[src/rtl/layer_sequencer.sv]
// layer_sequencer
//   Issues layer_number tokens 0..LAYER_MAX for every accepted start request.
//   The number of issued tokens that have no matching layer_done yet is capped
//   at MAX_OUTSTANDING. Once the done for every layer has arrived, the block
//   raises sample_done and increments the completed-sample counter.
//
// Ports
//   clk, rst                   clock (rising edge), async active-low reset
//   start_valid/start_ready    sample request handshake
//   layer_number[_valid/ready] layer token stream
//   layer_done_valid/ready     one handshake per finished layer
//   sample_done_valid/ready    sample completion handshake
//   sample_count               samples completed since reset (wraps)
//   busy                       high whenever a sample is in progress
module layer_sequencer #(
    parameter int LAYER_ADDR_WIDTH = 2,
    parameter int LAYER_MAX        = 3,
    parameter int MAX_OUTSTANDING  = 1,
    parameter int SAMPLE_CNT_WIDTH = 16
) (
    input  logic                        clk,
    input  logic                        rst,
    input  logic                        start_valid,
    output logic                        start_ready,
    output logic [LAYER_ADDR_WIDTH-1:0] layer_number,
    output logic                        layer_number_valid,
    input  logic                        layer_number_ready,
    input  logic                        layer_done_valid,
    output logic                        layer_done_ready,
    output logic                        sample_done_valid,
    input  logic                        sample_done_ready,
    output logic [SAMPLE_CNT_WIDTH-1:0] sample_count,
    output logic                        busy
);

    localparam int OUT_W = $clog2(MAX_OUTSTANDING + 1);
    localparam logic [OUT_W-1:0]          OUT_MAX  = OUT_W'(MAX_OUTSTANDING);
    localparam logic [LAYER_ADDR_WIDTH-1:0] LAST   = LAYER_ADDR_WIDTH'(LAYER_MAX);
    localparam logic [LAYER_ADDR_WIDTH:0]   ALL_DONE = (LAYER_ADDR_WIDTH + 1)'(LAYER_MAX + 1);

    typedef enum logic [1:0] {IDLE, RUN, FLUSH, DONE} state_t;

    state_t                      state;
    logic [LAYER_ADDR_WIDTH-1:0] issue_ptr;
    logic [LAYER_ADDR_WIDTH:0]   done_cnt;
    logic [OUT_W-1:0]            outstanding;

    logic issue_hs;
    logic done_hs;

    // All outputs decode registered state only, so no valid depends on its ready.
    assign start_ready        = (state == IDLE);
    assign layer_number       = (state == RUN) ? issue_ptr : '0;
    assign layer_number_valid = (state == RUN) && (outstanding < OUT_MAX);
    // Done tokens are only accepted against an outstanding issue; anything else
    // is held off rather than dropped.
    assign layer_done_ready   = ((state == RUN) || (state == FLUSH)) && (outstanding != '0);
    assign sample_done_valid  = (state == DONE);
    assign busy               = (state != IDLE);

    assign issue_hs = layer_number_valid && layer_number_ready;
    assign done_hs  = layer_done_valid && layer_done_ready;

    always_ff @(posedge clk or negedge rst) begin
        if (!rst) begin
            state        <= IDLE;
            issue_ptr    <= '0;
            done_cnt     <= '0;
            outstanding  <= '0;
            sample_count <= '0;
        end else begin
            case (state)
                IDLE: begin
                    if (start_valid) begin
                        state       <= RUN;
                        issue_ptr   <= '0;
                        done_cnt    <= '0;
                        outstanding <= '0;
                    end
                end
                RUN, FLUSH: begin
                    if (issue_hs) begin
                        issue_ptr <= issue_ptr + 1'b1;
                        if (issue_ptr == LAST) state <= FLUSH;
                    end
                    // Simultaneous issue and done leave the outstanding count alone.
                    if (issue_hs && !done_hs)      outstanding <= outstanding + 1'b1;
                    else if (!issue_hs && done_hs) outstanding <= outstanding - 1'b1;
                    if (done_hs) begin
                        done_cnt <= done_cnt + 1'b1;
                        // The last done can only follow the last issue, hence FLUSH.
                        if ((state == FLUSH) && (done_cnt + 1'b1 == ALL_DONE)) state <= DONE;
                    end
                end
                DONE: begin
                    if (sample_done_ready) begin
                        sample_count <= sample_count + 1'b1;
                        state        <= IDLE;
                    end
                end
                default: state <= IDLE;
            endcase
        end
    end

endmodule

[config.mk]
export PLATFORM = sky130hd
export DESIGN_NAME = layer_sequencer
export DESIGN_NICKNAME = d
export VERILOG_FILES = /design/src/rtl/layer_sequencer.sv
export SDC_FILE = /design/constraint.sdc
export NUM_CORES = 1
export LEC_CHECK = 0
export ABC_CLOCK_PERIOD_IN_PS = 1800
export BUFFER_PORTS_ARGS = -buffer_cell sky130_fd_sc_hd__buf_2
export CAP_MARGIN = 20
export CORE_ASPECT_RATIO = 0.8
export CORE_MARGIN = 2
export CORE_UTILIZATION = 55
export CTS_BUF_LIST = sky130_fd_sc_hd__clkbuf_4 sky130_fd_sc_hd__clkbuf_8
export CTS_CLUSTER_DIAMETER = 120
export DETAILED_ROUTE_END_ITERATION = 6
export PLACE_DENSITY = 0.89
export REMOVE_ABC_BUFFERS = 1
export SKIP_LAST_GASP = 1
export SLEW_MARGIN = 40
export SYNTH_ARGS = -nofsm -noshare
export SYNTH_HDL_FRONTEND = slang
export SYNTH_SLANG_ARGS = --single-unit
[constraint.sdc]
create_clock -name clk -period 1.8 [get_ports clk]
set_input_delay 0.36 -clock clk [delete_from_list [all_inputs] [get_ports clk]]
set_output_delay 0.36 -clock clk [all_outputs]
set_load 0.005 [all_outputs]
==> out/metrics.yaml, run 1 <==
yosys:
  synth_area_sq_um: 1270
  yosys_warnings: 0
  yosysTopAreaCell: "dfrtp_1"
  synthXorXnorAreaFrac_pct: 10.4
  synth-compound-area-share_pct: 8.70
  muxShareOfSynthArea_pct: 4.45
  synth_seq_area_share_pct: 47.4
  synth_fa_ha_area_share_pct: 8.89
  synth_flop_cell: "dfrtp_1"
  synth_edf_count: 0
  synth_top_family_by_area: "simple AND/OR/NAND/NOR gates"
  ys_seq_elements: 24
  async_flop_share_pct: 100
  synth.avg_cell_area_sq_um: 10.7
  synth_top_area_share_pct: 47.4
  synthSimpleGateAreaFrac_pct: 18.1
  synthCells: 118
  synth_cell_type_count: 28
  synth.area.top_cells: "dfrtp_1 47%, ha_1 8.9%, xnor2_1 5.5%"
drt:
  wl_met3_um: 105
  top_layer_used: "met4"
  dr_wl_met2_mm: 1.27
  routedWlPerCell_um: 14.9
  vias: 982
  wirelength_mm: 2.69
  drt_iter0_drc: 52
  wl_met1_mm: 1.30
  drc: 0
  drt_pre_antenna_iters: 4
  vias_per_cell: 5.43
  ant_nets: 0
placed_design:
  io_buffer_count: 28
  dpl_cell_area_sq_um: 1460
  hpwlAfterDp_mm: 1.88
  place_congestion: 0.775
clock_network:
  ctsHoldBuffers: 0
  cts_root_buffer: "clkbuf_4"
  cts_buffer_depth: 2
  numCtsBuffers: 3
  path_clk_slew_ps: 130
  clock_sinks: 24
  htreeDepth: 1
  clock_latency_ps: 310
  cts_tree: "done"
critical_path:
  critPathMaxStageDelay_ps: 410
  crit_arrival_ps: 2000
  cp_top_family: "simple AND/OR/NAND/NOR gates"
  crit_fanout: 6
  reg2reg_from: "state[0]$_DFFE_PN0P_"
  reg2reg_to: "state[0]$_DFFE_PN0P_"
  worstPathCellList: "inv_2, ha_4, buf_4, nand3_1, or2_2, o21a_1, o22ai_1"
  slowest_stage: "dfrtp_1"
  end_kind: "flop"
  reg2reg_depth: 7
  crit_buf_inv: 2
  reg2reg_slack_ps: 40
  critPathKind: "reg -> reg"
  cp-start-kind: "flop"
  required_ps: 2040
global_route:
  grt_use_total_pct: 20.3
  grt_pass1_vias: 917
  grt_pass1_wl_mm: 4.08
  overflow: 0
  antenna_found_initial: 0
  grt_max_degree: 25
run_status:
  outcome: "completed"
power_and_ir_drop:
  p_per_area_nw_per_um2: 1090
  finalPower_mw: 1.70
  leakage_nw: 0.810
  ir_drop_uv: 859
timing:
  fmax_mhz: 567
  drv_slew: 0
  fin_crit_sh_pct: 97.9
  finalSetupViolCount: 0
  finClkSkew_ps: 7.23
  fin_crit_ps: 1760
  worst_pin_slew_ps: 534
  slew_headroom_pct: 64.4
  timing_hold_violations_final: 0
flow_run:
  drv_cap: 0
worst_hold_path:
  hold_class: "in -> async"
layout:
  synthToLayoutAreaGrowth_pct: 23.2
  drive_above_1_share_pct: 35.9
  final_area_sq_um: 1560
  nFillCells: 162
  fin_nets: 172
  diodes: 0
die:
  dieArea_sq_um: 2700
  die_w_um: 57.6
  fp.coreArea_sq_um: 2160
  die_y_um: 46.9
  io_pins: 29
  row_count: 15
  start_util_pct: 58.7
==> cell families (layout without fill, tap and decap cells) <==
kind of cell | after synthesis | in the layout
xor+xnor | 15 | 15
mux | 4 | 4
flops | 24 | 24
fa+ha+maj | 9 | 9
simple gates | 44 | 44
buf+inv | 7 | 45
compound gates | 15 | 15
==> what timing repair did <==
action	in CTS	in global routing
setup buffers	1	3
setup endpoints to repair	3	11
pin swaps	0	3
gates resized for setup	3	8
==> area by class of cell <==
class	count	area (sq um)	area share [%]
tap	25	31.3	2.00
clock buffer	4	36.3	2.33
sequential	24	601	38.5
timing repair buffer	35	193	12.3
inverter	6	22.5	1.44
multi-input combinational	87	677	43.4
==> synth_stat cells, types with 2 or more instances <==
| library cell | number |
|---|---|
| dfrtp_1 | 24 |
| and2_1 | 4 |
| xor2_1 | 7 |
| a21oi_1 | 3 |
| o22ai_1 | 2 |
| mux2_2 | 3 |
| nor2_1 | 9 |
| nand2_1 | 11 |
| ha_1 | 9 |
| nand4_1 | 3 |
| nand3_1 | 7 |
| xnor2_1 | 8 |
| a22o_1 | 6 |
| nor2b_1 | 3 |
| inv_1 | 6 |
==> cell usage in the layout (no fill, tap or decap), types with 3 or more instances in the layout <==
master | Yosys | final
nor2_1 | 9 | 8
inv_1 | 6 | 4
buf_2 | 0 | 28
mux2_2 | 3 | 3
a21oi_1 | 3 | 3
xor2_1 | 7 | 7
nand3_1 | 7 | 7
ha_1 | 9 | 5
a22o_1 | 6 | 6
nand2_1 | 11 | 11
xnor2_1 | 8 | 8
dfrtp_1 | 24 | 24
clkbuf_4 | 0 | 3
nand4_1 | 3 | 3
buf_4 | 0 | 7
and2_1 | 4 | 3
==> metal layers <==
metal,vias to the layer above,GRT usage (%)
met1,474,27.8
met5,-,0
li1,485,-
met3,2,5.79
met4,0,4.19
met2,21,33.0
==> sequential cells by signal, summed over array words and instances (netlist names) <==
signal / cells
sample_count: 16
done_cnt: 3
issue_ptr: 2
state: 2
outstanding: 1
==> power by group <==
group	leakage (nW)	total [mW]	switching, mW	internal (mW)
Clock	0.0210	0.282	0.158	0.124
Sequential	0.328	0.668	0.0645	0.603
Combinational	0.461	0.747	0.349	0.398
Total	0.810	1.70	0.572	1.13
==> worst max path at each step <==
stage / from / slack [ps] / to / cells past startpoint
floorplan: state[0]$_DFFE_PN0P_ / 40 / issue_ptr[0]$_DFFE_PN0P_ / 6
global placement: state[0]$_DFFE_PN0P_ / 90 / issue_ptr[0]$_DFFE_PN0P_ / 6
detailed placement: state[0]$_DFFE_PN0P_ / -6 / issue_ptr[0]$_DFFE_PN0P_ / 6
CTS: state[1]$_DFFE_PN0P_ / 10 / issue_ptr[0]$_DFFE_PN0P_ / 6
global route: state[0]$_DFFE_PN0P_ / -10 / layer_done_ready / 4
finish: state[0]$_DFFE_PN0P_ / 40 / state[0]$_DFFE_PN0P_ / 7
==> through the flow <==
step	hold WS (ps)	setup WS [ps]	std cells	utilization [%]	setup TNS, ps
6_report	0.449	37.3	181	72.3	0
5_1_grt	28.2	-9.87	181	72.3	-9.87
4_1_cts	16.6	9.53	178	70.1	0
3_5_place_dp	369	-6.08	173	67.5	-6.08
3_3_place_gp	365	88.5	173	67.5	0
2_1_floorplan	64.4	38.8	117	-	0
Power figures use the tool's default switching activity.
==> run 2, diff against run 1 <==
- BUFFER_PORTS_ARGS: -buffer_cell sky130_fd_sc_hd__buf_2 -> -buffer_cell sky130_fd_sc_hd__clkbuf_2
==> out/metrics.yaml, run 2 (synthesis gave the netlist of run 1 again) <==
run_status:
  outcome: "completed"
critical_path:
  cp-start-kind: "flop"
  worstPathCellList: "inv_2, ha_4, and2_1, clkbuf_2"
  slowest_stage: "dfrtp_1"
  required_ps: 1440
  crit_buf_inv: 2
  end_kind: "output port"
  crit_path_start: "state[0]$_DFFE_PN0P_"
  crit_arrival_ps: 1370
  reg2reg_from: "state[0]$_DFFE_PN0P_"
  critPathMaxStageDelay_ps: 440
  cp_top_family: "flip-flops"
  critPathKind: "reg -> out"
  crit_fanout: 7
clock_network:
  clock_latency_ps: 310
  cts_tree: "done"
  clock_sinks: 24
  path_clk_slew_ps: 130
  ctsHoldBuffers: 0
  cts_buffer_depth: 2
  cts_root_buffer: "clkbuf_4"
  htreeDepth: 1
  numCtsBuffers: 3
die:
  row_count: 15
  die_w_um: 57.6
  fp.coreArea_sq_um: 2160
  dieArea_sq_um: 2700
  start_util_pct: 58.7
  io_pins: 29
  die_y_um: 46.9
global_route:
  grt_max_degree: 25
  grt_pass1_vias: 917
  antenna_found_initial: 0
  overflow: 0
  grt_pass1_wl_mm: 3.91
  grt_use_total_pct: 19.1
power_and_ir_drop:
  p_per_area_nw_per_um2: 1110
  ir_drop_uv: 1040
  leakage_nw: 0.790
layout:
  fin_util_pct: 71.4
  regMostFlops: "sample_count"
  mostFrequentLayoutCells: "28 x clkbuf_2, 24 x dfrtp_1, 11 x nand2_1"
  synthToLayoutAreaGrowth_pct: 21.7
  reg.largest.list: "sample_count (16), done_cnt (3)"
  final_cells: 179
  diodes: 0
  fin_nets: 170
  drive_above_1_share_pct: 32.5
  mostFrequentLayoutCell: "clkbuf_2"
  final_area_sq_um: 1540
  largest_reg_flops: 16
timing:
  fmax_mhz: 576
  finClkSkew_ps: 7.18
  slew_headroom_pct: 62.1
  finalSetupTns_ps: 0
  finalSetupViolCount: 0
  fin_crit_sh_pct: 96.4
  fin_crit_ps: 1730
  timing_hold_violations_final: 0
  worst_pin_slew_ps: 569
  drv_slew: 0
  hold-worst-slack_ps: 23.4
  rsz0062_at_grt: "true"
drt:
  drc: 0
  vias_per_cell: 5.45
  vias: 976
  routedWlPerCell_um: 13.1
  drt_iter0_drc: 27
  drt_pre_antenna_iters: 4
  ant_nets: 0
  wirelength_mm: 2.34
placed_design:
  dp.cells: 174
  place_congestion: 0.789
  hpwlAfterDp_mm: 1.87
  dpl_cell_area_sq_um: 1460
  io_buffer_count: 28
flow_run:
  drv_cap: 0
worst_hold_path:
  hold_class: "in -> async"
## run 2: changes by cell type in the layout (fill, tap and decap cells not counted), sizes merged
cell	change
bufinv	+1
clkbuf	+27
buf	-30
## run 2: power by group
| part | leakage [nW] | switching [mW] | total [mW] | internal [mW] |
|---|---|---|---|---|
| Clock | 0.0279 | 0.152 | 0.377 | 0.225 |
| Combinational | 0.434 | 0.318 | 0.670 | 0.352 |
| Sequential | 0.328 | 0.0664 | 0.670 | 0.603 |
| Total | 0.790 | 0.536 | 1.72 | 1.18 |
## run 2: repair_timing
| action | 4_1_cts | 5_1_grt |
|---|---|---|
| setup endpoints to repair | 2 | 4 |
| resized for setup | 5 | 1 |
| buffers inserted | 0 | 1 |
## run 2: through the flow
step | setup WS (ps) | total power, mW
after global placement | 131 | 1.27
after detailed placement | 33.2 | 1.31
final | 65.4 | 1.72
after floorplan | 38.8 | 1.07
after global routing | -29.4 | 1.83
after CTS | 26.3 | 1.72
## run 2: per-layer routing
metal | routed length, um | track usage [%] | up-vias
met2 | 1170 | 32.7 | 16
met4 | 26 | 6.05 | 0
li1 | - | - | 482
met3 | 81 | 4.96 | 4
met1 | 1060 | 24.3 | 474
met5 | 0 | 0 | -
## run 2: final timing paths
| kind | depth (start not counted) | endpoint | slack, ps |
|---|---|---|---|
| min in group clk | 3 | sample_count[0]$_DFFE_PN0P_ | 370 |
| min reg2reg | 1 | sample_count[15]$_DFFE_PN0P_ | 490 |
| max reg2reg | 6 | issue_ptr[0]$_DFFE_PN0P_ | 70 |
| min | 1 | sample_count[9]$_DFFE_PN0P_ | 20 |
| max | 4 | layer_done_ready | 70 |
| max in group asynchronous | 1 | sample_count[7]$_DFFE_PN0P_ | 1400 |
## run 2: area by class of cell
cell class                 instances  area [sq um]
fill                             160           617
timing repair buffer              33           178
multi-input combinational         87           657
clock buffer                       3          22.5
tap                               25          31.3
inverter                           6          22.5
sequential                        24           601
clock inverter                     1          30.0
==> run 3, diff against run 2 <==
- ABC_CLOCK_PERIOD_IN_PS: 1800 -> 1700
- CORE_ASPECT_RATIO: 0.8 -> unset
- HOLD_SLACK_MARGIN: unset -> 0.06
- clock period: 1.8 -> 1.7 ns (I/O delays scaled with it)
==> out/metrics.yaml, run 3 (synthesis gave the netlist of run 1 again) <==
run_status:
  outcome: "finished with violations"
  violations: "setup timing"
layout:
  reg.largest.list: "sample_count (16), done_cnt (3)"
  mostFrequentLayoutCells: "28 x clkbuf_2, 24 x dfrtp_1, 12 x buf_4"
  synthToLayoutAreaGrowth_pct: 27.9
  largest_reg_flops: 16
  mostFrequentLayoutCell: "clkbuf_2"
  diodes: 0
  fin_nets: 179
  drive_above_1_share_pct: 38.7
  final_area_sq_um: 1620
  regMostFlops: "sample_count"
drt:
  routedWlPerCell_um: 15.0
  drt_pre_antenna_iters: 4
  vias: 1051
  ant_nets: 0
  drt_iter0_drc: 19
  drc: 0
  wirelength_mm: 2.86
  vias_per_cell: 5.50
timing:
  worst_pin_slew_ps: 595
  timing_hold_violations_final: 0
  hold-worst-slack_ps: 349
  fmax_mhz: 578
  drv_slew: 0
  fin_crit_sh_pct: 102
  finalSetupViolCount: 4
  rsz0062_at_grt: "true"
  setup_slack_ps: -30.0
  fin_crit_ps: 1730
  slew_headroom_pct: 60.4
  finClkSkew_ps: 5.35
global_route:
  grt_pass1_vias: 1052
  met3_usage_pct: 3.45
  use_met2_pct: 41.6
  gr-max-usage-layer: "met2"
  antenna_found_initial: 0
  grt_max_degree: 25
  grtUsageMet1_pct: 26.7
  overflow: 0
  grt_use_total_pct: 23.2
  grt_pass1_wl_mm: 4.56
critical_path:
  critPathKind: "reg -> out"
  worstPathCellList: "inv_2, ha_4, buf_6, and2_4, clkbuf_2"
  required_ps: 1360
  crit_fanout: 3
  cp-start-kind: "flop"
  reg2reg_slack_ps: -10
  slowest_stage: "dfrtp_1"
  crit_arrival_ps: 1390
  crit_buf_inv: 3
  cp_top_family: "flip-flops"
  end_kind: "output port"
  critPathMaxStageDelay_ps: 420
placed_design:
  hpwlAfterDp_mm: 2.06
  post-place-ws_ps: -6.28
  place_congestion: 0.785
  dpl_cell_area_sq_um: 1500
  io_buffer_count: 28
die:
  row_count: 17
  die_y_um: 52.0
  dieArea_sq_um: 2700
  fp.coreArea_sq_um: 2190
  start_util_pct: 57.8
  io_pins: 29
  die_w_um: 52.0
clock_network:
  clock_latency_ps: 320
  cts_root_buffer: "clkbuf_4"
  numCtsBuffers: 3
  path_clk_slew_ps: 130
  cts_buffer_depth: 2
  clock_sinks: 24
  htreeDepth: 1
  cts_tree: "done"
power_and_ir_drop:
  ir_drop_uv: 924
  finalPower_mw: 1.88
  p_per_area_nw_per_um2: 1160
  leakage_nw: 0.829
worst_hold_path:
  hold_class: "in -> reg"
flow_run:
  drv_cap: 0
-- run 3: path summary, 6_finish.rpt --
kind | start | to | cells past startpoint
setup / recovery | state[0]$_DFFE_PN0P_ | layer_done_ready | 5
setup reg to reg | state[0]$_DFFE_PN0P_ | issue_ptr[0]$_DFFE_PN0P_ | 7
hold reg to reg | sample_count[15]$_DFFE_PN0P_ | sample_count[15]$_DFFE_PN0P_ | 1
max in group asynchronous | rst | state[0]$_DFFE_PN0P_ | 2
min in group asynchronous | rst | done_cnt[0]$_DFFE_PN0P_ | 2
hold / removal | sample_done_ready | sample_count[0]$_DFFE_PN0P_ | 3
-- run 3: worst min-delay path, stage by stage --
cell	delay, ps
clkbuf_2	110
nand2_1	120
xnor2_1	70
-- run 3: final cells by class --
class | count | area [sq um]
clock buffer | 4 | 36.3
multi-input combinational | 87 | 673
fill | 155 | 572
sequential | 24 | 601
timing repair buffer | 42 | 251
inverter | 6 | 22.5
tap | 28 | 35.0
-- run 3: what timing repair did --
item                                   in CTS  in global routing
endpoints found under the hold margin      24                  0
resized for setup                           7                  6
hold buffers                                1                  0
setup endpoints to repair                   3                 15
pin swaps                                   1                  2
buffers inserted                            3                  2
-- run 3: power by group --
part / internal (mW) / total, mW / switching (mW) / leakage (nW)
Sequential: 0.639 / 0.710 / 0.0706 / 0.328
Clock: 0.131 / 0.304 / 0.173 / 0.0210
Combinational: 0.468 / 0.869 / 0.401 / 0.480
-- run 3: metrics by stage --
step                      utilization (%)  cells  TNS (ps)
after floorplan                         -    117      -101
after global placement               68.4    181         0
after detailed placement             68.4    181     -6.28
after CTS                            72.5    189     -26.7
after global routing                 73.9    191      -516
final                                73.9    191     -64.3
-- run 3: per-layer routing --
metal  part of all wire, %  vias to the layer above
met1                    41                      516
li1                      -                      499
met4                   1.9                        0
met2                    53                       29
met5                     0                        -
met3                   3.7                        7
